--- src/rtl/rv_iopmp_pkg.sv ---
// Shared types and constants for the IOPMP error responder.
package rv_iopmp_pkg;

   localparam logic [1:0] RESP_SLVERR = 2'b10;
   localparam logic [1:0] RESP_DECERR = 2'b11;

   typedef enum logic [1:0] {
      W_IDLE  = 2'd0,
      W_DRAIN = 2'd1,
      W_RESP  = 2'd2
   } err_wr_state_e;

   typedef enum logic {
      R_IDLE = 1'b0,
      R_SEND = 1'b1
   } err_rd_state_e;

endpackage

--- src/rtl/rv_iopmp_sat_counter.sv ---
// Saturating event counter: sticks at all-ones instead of wrapping.
module rv_iopmp_sat_counter #(
   parameter int CNT_WIDTH = 16
) (
   input  logic                 clk_i,
   input  logic                 rst_i,
   input  logic                 clr_i,
   input  logic                 inc_i,
   output logic [CNT_WIDTH-1:0] cnt_o
);

   logic [CNT_WIDTH-1:0] cnt_q, cnt_d;

   // Next count: clear wins, otherwise increment unless already saturated.
   always_comb begin
      cnt_d = cnt_q;
      if (clr_i) begin
         cnt_d = '0;
      end else if (inc_i && (cnt_q != '1)) begin
         cnt_d = cnt_q + 1'b1;
      end
   end

   // Count register with synchronous reset.
   always_ff @(posedge clk_i) begin
      if (rst_i) begin
         cnt_q <= '0;
      end else begin
         cnt_q <= cnt_d;
      end
   end

   assign cnt_o = cnt_q;

endmodule

--- src/rtl/rv_iopmp_err_responder.sv ---
// AXI sink for denied transactions: swallows AW/W and answers with an error
// B, or answers AR with a full-length burst of error R beats. Read and write
// sides are independent, each holding at most one transaction.
module rv_iopmp_err_responder
   import rv_iopmp_pkg::*;
#(
   parameter int         DATA_WIDTH = 64,
   parameter int         ID_WIDTH   = 8,
   parameter int         USER_WIDTH = 2,
   parameter logic [1:0] ERR_RESP   = RESP_SLVERR,
   parameter int         CNT_WIDTH  = 16
) (
   input  logic                  clk_i,
   input  logic                  rst_i,
   // write address
   input  logic                  aw_valid_i,
   output logic                  aw_ready_o,
   input  logic [ID_WIDTH-1:0]   aw_id_i,
   // write data
   input  logic                  w_valid_i,
   output logic                  w_ready_o,
   input  logic                  w_last_i,
   // write response
   output logic                  b_valid_o,
   input  logic                  b_ready_i,
   output logic [ID_WIDTH-1:0]   b_id_o,
   output logic [1:0]            b_resp_o,
   output logic [USER_WIDTH-1:0] b_user_o,
   // read address
   input  logic                  ar_valid_i,
   output logic                  ar_ready_o,
   input  logic [ID_WIDTH-1:0]   ar_id_i,
   input  logic [7:0]            ar_len_i,
   // read data
   output logic                  r_valid_o,
   input  logic                  r_ready_i,
   output logic [ID_WIDTH-1:0]   r_id_o,
   output logic [DATA_WIDTH-1:0] r_data_o,
   output logic [1:0]            r_resp_o,
   output logic                  r_last_o,
   output logic [USER_WIDTH-1:0] r_user_o,
   // status
   output logic                  busy_o,
   output logic [CNT_WIDTH-1:0]  wr_deny_cnt_o,
   output logic [CNT_WIDTH-1:0]  rd_deny_cnt_o
);

   err_wr_state_e       wr_state_q, wr_state_d;
   logic [ID_WIDTH-1:0] aw_id_q, aw_id_d;
   logic                wr_done;

   err_rd_state_e       rd_state_q, rd_state_d;
   logic [ID_WIDTH-1:0] ar_id_q, ar_id_d;
   logic [7:0]          ar_len_q, ar_len_d;
   logic [7:0]          beat_cnt_q, beat_cnt_d;
   logic                rd_last;
   logic                rd_done;

   // Write side next state: accept AW, drain W until last, then hold B.
   always_comb begin
      wr_state_d = wr_state_q;
      aw_id_d    = aw_id_q;
      wr_done    = 1'b0;
      case (wr_state_q)
         W_IDLE: begin
            if (aw_valid_i) begin
               aw_id_d    = aw_id_i;
               wr_state_d = W_DRAIN;
            end
         end
         W_DRAIN: begin
            if (w_valid_i && w_last_i) begin
               wr_state_d = W_RESP;
            end
         end
         W_RESP: begin
            if (b_ready_i) begin
               wr_done    = 1'b1;
               wr_state_d = W_IDLE;
            end
         end
         default: wr_state_d = W_IDLE;
      endcase
   end

   // Write side registers.
   always_ff @(posedge clk_i) begin
      if (rst_i) begin
         wr_state_q <= W_IDLE;
         aw_id_q    <= '0;
      end else begin
         wr_state_q <= wr_state_d;
         aw_id_q    <= aw_id_d;
      end
   end

   // Handshake outputs come from state alone, so no input reaches an output.
   assign aw_ready_o = (wr_state_q == W_IDLE);
   assign w_ready_o  = (wr_state_q == W_DRAIN);
   assign b_valid_o  = (wr_state_q == W_RESP);
   assign b_id_o     = aw_id_q;
   assign b_resp_o   = ERR_RESP;
   assign b_user_o   = '0;

   assign rd_last = (beat_cnt_q == ar_len_q);

   // Read side next state: latch AR, then emit len+1 beats with RLAST on the final one.
   always_comb begin
      rd_state_d = rd_state_q;
      ar_id_d    = ar_id_q;
      ar_len_d   = ar_len_q;
      beat_cnt_d = beat_cnt_q;
      rd_done    = 1'b0;
      case (rd_state_q)
         R_IDLE: begin
            if (ar_valid_i) begin
               ar_id_d    = ar_id_i;
               ar_len_d   = ar_len_i;
               beat_cnt_d = '0;
               rd_state_d = R_SEND;
            end
         end
         R_SEND: begin
            if (r_ready_i) begin
               if (rd_last) begin
                  // Hold the count on the final beat so len=255 never wraps to 0.
                  rd_done    = 1'b1;
                  rd_state_d = R_IDLE;
               end else begin
                  beat_cnt_d = beat_cnt_q + 8'd1;
               end
            end
         end
         default: rd_state_d = R_IDLE;
      endcase
   end

   // Read side registers.
   always_ff @(posedge clk_i) begin
      if (rst_i) begin
         rd_state_q <= R_IDLE;
         ar_id_q    <= '0;
         ar_len_q   <= '0;
         beat_cnt_q <= '0;
      end else begin
         rd_state_q <= rd_state_d;
         ar_id_q    <= ar_id_d;
         ar_len_q   <= ar_len_d;
         beat_cnt_q <= beat_cnt_d;
      end
   end

   assign ar_ready_o = (rd_state_q == R_IDLE);
   assign r_valid_o  = (rd_state_q == R_SEND);
   assign r_last_o   = (rd_state_q == R_SEND) && rd_last;
   assign r_id_o     = ar_id_q;
   assign r_data_o   = '0;
   assign r_resp_o   = ERR_RESP;
   assign r_user_o   = '0;

   assign busy_o = (wr_state_q != W_IDLE) || (rd_state_q != R_IDLE);

   rv_iopmp_sat_counter #(.CNT_WIDTH(CNT_WIDTH)) u_wr_cnt (
      .clk_i (clk_i),
      .rst_i (rst_i),
      .clr_i (1'b0),
      .inc_i (wr_done),
      .cnt_o (wr_deny_cnt_o)
   );

   rv_iopmp_sat_counter #(.CNT_WIDTH(CNT_WIDTH)) u_rd_cnt (
      .clk_i (clk_i),
      .rst_i (rst_i),
      .clr_i (1'b0),
      .inc_i (rd_done),
      .cnt_o (rd_deny_cnt_o)
   );

endmodule

--- config.mk ---
export PLATFORM = sky130hd
export DESIGN_NAME = rv_iopmp_err_responder
export DESIGN_NICKNAME = d
export VERILOG_FILES = /design/src/rtl/rv_iopmp_pkg.sv /design/src/rtl/rv_iopmp_sat_counter.sv /design/src/rtl/rv_iopmp_err_responder.sv
export SDC_FILE = /design/constraint.sdc
export NUM_CORES = 1
export LEC_CHECK = 0
export ABC_AREA = 1
export CAP_MARGIN = 25
export CORE_MARGIN = 4
export CORE_UTILIZATION = 45
export CTS_BUF_LIST = sky130_fd_sc_hd__clkbuf_8
export CTS_CLUSTER_DIAMETER = 60
export CTS_CLUSTER_SIZE = 24
export DETAILED_ROUTE_END_ITERATION = 10
export PLACE_DENSITY = 0.88
export SLEW_MARGIN = 20
export SYNTH_ARGS = -nofsm -noshare
export SYNTH_HDL_FRONTEND = slang
export SYNTH_SLANG_ARGS = --single-unit
--- constraint.sdc ---
create_clock -name clk_i -period 1.9 [get_ports clk_i]
set_input_delay 0.38 -clock clk_i [delete_from_list [all_inputs] [get_ports clk_i]]
set_output_delay 0.38 -clock clk_i [all_outputs]
set_load 0.02 [all_outputs]
**After elaboration in Yosys (flattened, before gate mapping)**

Cells that the tools add are included.

- Equal/unequal tests: 11
- Reduce and logical (&&, ||, !) cells: 11
- Bitwise gates (word level): 1
- Multiplexer cells: 17
- Add/subtract/negate cells: 3

Operators with widths:

| kind | count |
|---|---|
| 16-bit by 1-bit adder with 16-bit output, second input constant | 2 |
| 16-bit != test, second input constant | 2 |
| 8-bit two-way mux | 3 |
| 8-bit case mux with 2 select lines | 1 |
| 8-bit by 1-bit adder with 8-bit output, second input constant | 1 |
| 8-bit == test | 1 |
| 1-bit two-way mux | 8 |
| 2-bit != test, second input constant | 4 |
| 2-bit two-way mux | 3 |
| 2-bit case mux with 3 select lines | 1 |
| 3-bit AND reduction | 2 |
| 1-bit logical AND | 4 |
| 2-bit by 1-bit != test with 1-bit output, second input constant | 2 |
| 2-bit AND reduction | 2 |
| 2-bit by 1-bit == test with 1-bit output, second input constant | 1 |
| 2-bit == test, second input constant | 1 |
| 2-bit zero test | 1 |
| 1-bit case mux with 2 select lines | 1 |
| 2-bit nonzero test | 1 |
| 1-bit logical OR | 1 |
| 1-bit inverter | 1 |

- Register bits: 67
- Output and inout bits: 127
- Bits of input ports: 32
- Logic and storage cells: 51

**Longest topological paths before layout**

Gate-level depths: netlist of the first run.

- Word-level depth: 5
- Depth in mapped cells: 12
- Mapped depth without buffers: 12

**Cells and area by module**

From an unflattened synthesis of the first run, not the netlist that was laid out.

- Cell total of the unflattened synthesis: 607
- Area total of the unflattened synthesis: 4129.0 sq um

Modules (own cells, without submodules):

| module | seq. area each (sq um) | cells an instance | times used | area an instance (sq um) |
|---|---|---|---|---|
| rv_iopmp_err_responder | 700.7 | 295 | 1 | 2119.5 |
| rv_iopmp_sat_counter | 320.3 | 156 | 2 | 1004.7 |

**Worst setup path after synthesis of the first run**

OpenSTA, ideal clock, no wires.

- Path kind: reg2reg
- Start point: register u_wr_cnt.cnt_q[1], in the netlist u_wr_cnt.cnt_o[1]
- End point: register u_wr_cnt.cnt_q[1], in the netlist u_wr_cnt.cnt_o[1]
- Arrival time: 1.581 ns
- Cell stages (with the launch flop): 10
- Setup time: 0.116 ns
- Clock period less this slack: 1.697 ns
- Required time: 1.784 ns
- Path buffers: 1
- Setup slack: 0.203 ns
- Path through: dfxtp_1 ha_1 nand2_1 nor2_4 nand2_2 nor2_4 a21oi_2 buf_4 nor2_1 nor2_1

- Word-level cells in the longest chain between the ends: 2
- Elaborated cells between the ends (all ways): 3
- Classes of those cells: add/sub (1); eq/ne (1); reduce/logical (1)

Ends and longest elaborated chain:

| item | line | text |
|---|---|---|
| from (decl) | rv_iopmp_sat_counter.sv:12 | `logic [CNT_WIDTH-1:0] cnt_q, cnt_d;` |
| from (signal assigned) | rv_iopmp_sat_counter.sv:29 | `cnt_q <= cnt_d;` |
| branches (longest 2 deep; another with 16-bit by 1-bit adder with 16-bit output) | - |  |

Several ways; the timed one is not identified.
A chain may end at the register's enable or synchronous reset.

**Final worst setup path of the first run**

- Start point: register u_wr_cnt.cnt_q[12], in the netlist u_wr_cnt.cnt_o[12]
- End point: output wr_deny_cnt_o[12]

RTL lines:

| item | line | text |
|---|---|---|
| to (decl) | rv_iopmp_err_responder.sv:44 | `output logic [CNT_WIDTH-1:0] wr_deny_cnt_o,` |

No word-level cell between the ends.

==> results of run 1 <==
sequential cells by signal (all words and copies together) (netlist names):
signal          count
b_id_o              8
wr_state_q          2
beat_cnt_q          8
u_wr_cnt.cnt_o     16
r_id_o              8
ar_len_q            8
r_valid_o           1
u_rd_cnt.cnt_o     16
where the power goes:
part	leakage, nW	total (mW)	internal [mW]	switching, mW
Combinational	1.46	0.660	0.245	0.415
Clock	0.0943	1.02	0.486	0.531
Sequential	0.549	1.49	1.46	0.0323
metal layers:
| metal | wire, µm | track usage [%] | up-vias |
|---|---|---|---|
| met5 | 0 | 0 | - |
| met4 | 158 | 7.88 | 0 |
| met3 | 663 | 3.67 | 17 |
| met2 | 4900 | 33.1 | 137 |
| met1 | 3710 | 21.5 | 1724 |
| li1 | - | - | 1860 |
cell usage after synthesis, types with 4 or more instances:
master / instances / share of area, %
a21oi_1: 38 / 4.9
buf_4: 73 / 14
clkbuf_1: 8 / 0.78
dfxtp_1: 67 / 35
inv_1: 43 / 4.2
inv_2: 6 / 0.58
nand2_1: 121 / 12
nand2_2: 5 / 0.81
nand3_1: 26 / 3.4
nand4_1: 5 / 0.81
nor2_1: 93 / 9.0
nor2_2: 6 / 0.97
nor3_1: 7 / 0.91
o21ai_0: 29 / 3.8
o21ai_1: 4 / 0.52
xnor2_1: 6 / 1.4
xor2_1: 9 / 2.0
cells in the final DEF, fill, tap and decap left out, types with 2 or more instances in the layout:
cell type,Yosys,layout
nand2_2,5,7
ha_1,3,2
nand4_1,5,5
o21ai_1,4,4
dfxtp_1,67,62
xor2_1,9,9
nor3_1,7,7
buf_4,73,26
clkdlybuf4s50_1,0,80
xnor2_1,6,6
nor2_4,3,4
nand2_1,121,119
a21oi_1,38,38
nor2_1,93,93
clkbuf_8,0,10
dlygate4sd2_1,0,4
conb_1,2,72
clkinv_2,0,3
nand3_1,26,26
o21ai_0,29,29
inv_2,6,6
nor3b_1,2,2
clkinv_1,3,3
dfxtp_2,0,5
nor2_2,6,5
inv_1,43,45
metrics by stage:
stage	setup TNS (ps)	cell area (µm²)	setup slack (ps)	cells
after global placement	-41.7	4720	-41.7	772
final	0	4900	86.0	788
after global routing	0	4900	6.75	788
after detailed placement	-58.8	4720	-58.8	772
after CTS	0	4870	22.0	787
after floorplan	0	4130	203	640
cell families after synthesis:
kind of cell,count (synthesis),synth area share (%)
compound gates,73,9.62
xor+xnor,15,3.40
fa+ha+maj,3,0.972
buf+inv,136,20.5
flops,67,34.7
other cells,2,0.194
simple gates,274,30.6
what timing repair did:
| item | in CTS | in global routing |
|---|---|---|
| buffers inserted | 0 | 1 |
| setup endpoints to repair | 5 | 13 |
| resized for setup | 8 | 11 |
| hold endpoints to repair | 0 | 0 |
| pin swaps | 0 | 3 |
layout make-up:
type | count | share of cell area, %
multi-input cells | 437 | 40.9
repair buffers | 112 | 21.7
inverters | 52 | 3.98
clock buffers | 10 | 2.81
flip-flops and latches | 67 | 27.5
clock inverters | 5 | 0.459
well taps | 105 | 2.68
worst min-delay path, stage by stage (launching register included):
cell     delay (ps)
dfxtp_1         310
inv_1            60
a21oi_1          60
worst max path at each step:
stage	start	end	cells past startpoint
2_1_floorplan	u_wr_cnt.cnt_o[1]$_SDFFE_PP0P_	u_wr_cnt.cnt_o[1]$_SDFFE_PP0P_	9
3_3_place_gp	beat_cnt_q[7]$_SDFFE_PP0P_	r_last_o	9
3_5_place_dp	beat_cnt_q[7]$_SDFFE_PP0P_	r_last_o	9
4_1_cts	wr_state_q[1]$_SDFFE_PP0P_	aw_ready_o	2
5_1_grt	beat_cnt_q[0]$_SDFFE_PP0P_	r_last_o	9
6_report	u_wr_cnt.cnt_o[12]$_SDFFE_PP0P_	wr_deny_cnt_o[12]	1
==> metrics.cfg, run 1 <==
[hold_path]
min_to=ar_len_q[4]$_SDFFE_PP0P_
hold_path.class=reg2reg
hp-start=ar_len_q[4]$_SDFFE_PP0P_
hold_path_depth=2

[global_route]
grt_pass1_vias=3555
grt_pass1_wl_um=15400
grt_overflow=0
grt_util_all_layers_pct=18.6
grt_max_degree=21
antenna_found_initial=0

[logic_synthesis]
synth_flop_cell=dfxtp_1
ys_seq_elements=67
yosysSeqAreaShare_pct=34.7
yosys_warnings=0
async_flop_share_pct=0
syn_inst=570
synth_edf_count=0
postSynthAreaPerCell_um2=6.78
synth.distinct_cells=33
syn_area_um2=3860

[clock_tree]
clock-sinks=67
clkLatencyLatePin_ps=340
cts_root_buf=clkbuf_8
cts_tree=done
clock_path_buffers=2
cts_buffers=9
htree_levels=3
clk_pin_slew_ps=70
cts_hold_buf=0

[finish]
fin_util_pct=59.1
drive_above_1_share_pct=10.7
nFillCells=751
n_antenna_cell=0
register_area_um2=1350
syn2layout_area_growth_pct=26.9
multi_input_area_um2=2000
final_nets=714

[floorplan]
dieArea_um2=10100
die_w_um=101
start_util_pct=46.6
coreArea_um2=8300
die_y_um=101
io_pins=159
rows=33

[critical_path]
path_buf_inv=1
critPathArrivalTime_ps=1430
crit_path_max_fanout=6
slowest_stage=clkdlybuf4s50_1
max_stage_delay_ps=650
end_kind=primary output
reg2reg_slack_ps=190
critPathTopFamily=buffers and inverters
r2r_cells=9
crit_path_cell_trace=clkdlybuf4s50_1
r2r_end=u_wr_cnt.cnt_o[1]$_SDFFE_PP0P_
critical_path_required_ps=1520
crit_type=reg2out
crit-reg2reg-launch=u_wr_cnt.cnt_o[1]$_SDFFE_PP0P_
crit_path_start_kind=register

[routing]
vias=3738
postRouteWirelength_um=9430
drt_iter0_drc=100
wl_per_cell_um=12.0
via_per_inst=4.74
detail-route-antenna-nets=0
firstDrtPassIters=4
route.detailed.drc=0

[power]
irDropWorstVdd_mv=0.375
leakage_nw=2.10
p_total_mw=3.17
powerDensity_nw_per_um2=647

[timing]
slew_violations=0
fin_crit_ps=1810
clock.fmax_mhz=551
rsz0062_at_grt=no
finalSetupViolCount=0
final.setup_skew_ps=9.36
hold_viol=0
whs_ps=473
fin_crit_sh_pct=95.5

[place]
dpl.hpwl_um=7220
gp_congestion=0.851
port_buffers=86

[run]
drv_cap=0

[outcome]
status=complete, no violations

Power figures use the tool's default switching activity.
==> run 2, diff against run 1 <==
--- a/config.mk
+++ b/config.mk
@@ -16,3 +16,2 @@
 export PLACE_DENSITY = 0.88
-export SLEW_MARGIN = 20
 export SYNTH_ARGS = -nofsm -noshare
==> constraint.sdc (replaced) <==
create_clock -name clk_i -period 1.9 [get_ports clk_i]
set_input_delay 0.19 -clock clk_i [delete_from_list [all_inputs] [get_ports clk_i]]
set_output_delay 0.19 -clock clk_i [all_outputs]
set_load 0.02 [all_outputs]
==> run 2 against run 1 <==
  * Worst setup slack improved by 66 ps
  * Final cell count decreased by 1.5%
  * Clock power rose by 23%
  * Critical path depth up 2
  * Via count is 1.8% lower
  * Power up 6.6%
  * Sequential power about the same
  * Cell area is 0.84% lower
  * Routed wire length shrank 1.5%
  * Die area stayed put
  * Global-route usage down 0.53 points
  * Sequential share of layout area grew 0.21 points
  * Critical endpoint is now b_valid_o
  * Highest routed layer unchanged
==> metrics.cfg, run 2 (synthesized netlist as in run 1, its figures left out) <==
[clock_tree]
cts_buffers=9  ; unchanged
cts_tree=done  ; unchanged
clkLatencyLatePin_ps=330  ; was 340 ps
clock-sinks=67  ; unchanged
clock_path_buffers=2  ; unchanged
cts_root_buf=clkbuf_8  ; unchanged
clk_pin_slew_ps=70  ; about the same
htree_levels=3  ; unchanged
cts_hold_buf=0  ; unchanged

[finish]
final_nets=701  ; was 714
syn2layout_area_growth_pct=25.8  ; was 26.9%
fin_util_pct=58.6  ; was 59.1%
fin_area_um2=4860  ; was 4900 µm²
finalNonFillerCells=776  ; was 788
drive_above_1_share_pct=9.24  ; was 10.7%
mostFrequentLayoutCell=nand2_1  ; unchanged
mostFrequentLayoutCells=nand2_1 (120), nor2_1 (93), clkdlybuf4s50_1 (85)  ; was nand2_1 (119), nor2_1 (93), clkdlybuf4s50_1 (80)
n_antenna_cell=0  ; unchanged

[floorplan]
coreArea_um2=8300  ; unchanged
start_util_pct=46.6  ; unchanged
die_w_um=101  ; unchanged
io_pins=159  ; unchanged
dieArea_um2=10100  ; unchanged
die_y_um=101  ; unchanged
rows=33  ; unchanged

[timing]
rsz0062_at_grt=no  ; unchanged
layout_setup_ws_ps=152  ; was 86.0 ps
fin_crit_ps=1750  ; was 1810 ps
final.setup.tns_ps=0  ; unchanged
hold_viol=0  ; unchanged
finalSetupViolCount=0  ; unchanged
final.setup_skew_ps=11.5  ; was 9.36 ps
clock.fmax_mhz=572  ; was 551 MHz
slew_violations=0  ; unchanged
fin_crit_sh_pct=92.0  ; was 95.5%

[run]
drv_cap=0  ; unchanged

[critical_path]
r2r_cells=10  ; was 9
critPathArrivalTime_ps=1560  ; was 1430 ps
max_stage_delay_ps=660  ; was 650 ps
crit_path_max_fanout=3  ; was 6
crit_path_start_kind=register  ; unchanged
critical_path_required_ps=1710  ; was 1520 ps
slowest_stage=clkdlybuf4s50_1  ; unchanged
crit_path_cell_trace=inv_1 -> nor2_1 -> clkdlybuf4s50_1  ; was clkdlybuf4s50_1
end_kind=primary output  ; unchanged
crit_type=reg2out  ; unchanged

[routing]
detail-route-antenna-nets=0  ; unchanged
postRouteWirelength_um=9290  ; was 9430 µm
wl_per_cell_um=12.0  ; about the same
drt_iter0_drc=107  ; was 100
via_per_inst=4.73  ; was 4.74
route.detailed.drc=0  ; unchanged
vias=3672  ; was 3738
firstDrtPassIters=4  ; unchanged

[hold_path]
hold_path.class=in2reg  ; was reg2reg
hold_path_depth=3  ; was 2

[global_route]
antenna_found_initial=0  ; unchanged
grt_overflow=0  ; unchanged
grt_util_all_layers_pct=18.1  ; was 18.6%
grt_max_degree=29  ; was 21
grt_pass1_vias=3431  ; was 3555
grt_pass1_wl_um=15100  ; was 15400 µm

[place]
gp_congestion=0.872  ; was 0.851
dp_slack_ps=47.9  ; was -58.8 ps
dpl.hpwl_um=6930  ; was 7220 µm
placed_cell_area_um2=4630  ; was 4720 µm²
port_buffers=86  ; unchanged
dp.cells=760  ; was 772

[outcome]
status=complete, no violations  ; unchanged

[power]
leakage_nw=2.03  ; was 2.10 nW
irDropWorstVdd_mv=0.332  ; was 0.375 mV
powerDensity_nw_per_um2=695  ; was 647 nW/µm²

## run 2: changes by cell type in the layout (fill, tap and decap cells not counted), sizes merged, moves of 2 or more
cell           before  now
buf                27   14
clkbuf             10   12
clkdlybuf4s50      80   85
dlygate4sd2         4    0
inv                51   49
## run 2: final cells by class
cell class                      count  area (µm²)
Multi-Input combinational cell    437        2010
Tap cell                          105         131
Inverter                           52         195
Clock inverter                      4        47.5
Sequential cell                    67        1350
Fill cell                         742        3440
Timing Repair Buffer               99         966
Clock buffer                       12         165
## run 2: critical path: cells and delay by family, from the launching register on
| family | cells | cell delay, ps |
|---|---|---|
| DFF | 1 | 350 |
| and+or+nand+nor | 1 | 180 |
| buffers and inverters | 2 | 710 |
## run 2: final timing paths
path                                endpoint  slack, ps                            from
min reg2reg         ar_len_q[1]$_SDFFE_PP0P_        480        ar_len_q[1]$_SDFFE_PP0P_
min                   r_id_o[2]$_SDFFE_PP0P_        440                      ar_id_i[2]
max reg2reg  u_rd_cnt.cnt_o[13]$_SDFFE_PP0P_        180  u_rd_cnt.cnt_o[1]$_SDFFE_PP0P_
max                                b_valid_o        150      wr_state_q[1]$_SDFFE_PP0P_
## run 2: metal layers
| layer | up-vias | GRT usage (%) | share of wire [%] |
|---|---|---|---|
| met5 | - | 0 | 0 |
| met4 | 0 | 6.22 | 1.3 |
| met3 | 13 | 3.60 | 7.9 |
| met2 | 144 | 32.2 | 50 |
| met1 | 1677 | 21.5 | 40 |
| li1 | 1838 | - | - |
## run 2: what timing repair did
| action | CTS | global route |
|---|---|---|
| gates cloned | 0 | 0 |
| gates resized for setup | 3 | 10 |
| setup endpoints to repair | 1 | 13 |
| setup buffers | 0 | 0 |
## run 2: stage by stage
step           hold slack [ps]  power, mW
2_1_floorplan              323       2.03
3_3_place_gp               458       2.14
3_5_place_dp               466       2.15
4_1_cts                    433       3.40
5_1_grt                    453       3.53
6_report                   443       3.38
## run 2: report_power, final
group	switching [mW]	total, mW	internal (mW)
clock	0.540	1.25	0.710
sequential	0.0347	1.50	1.46
combinational	0.410	0.635	0.225
total	0.984	3.38	2.40
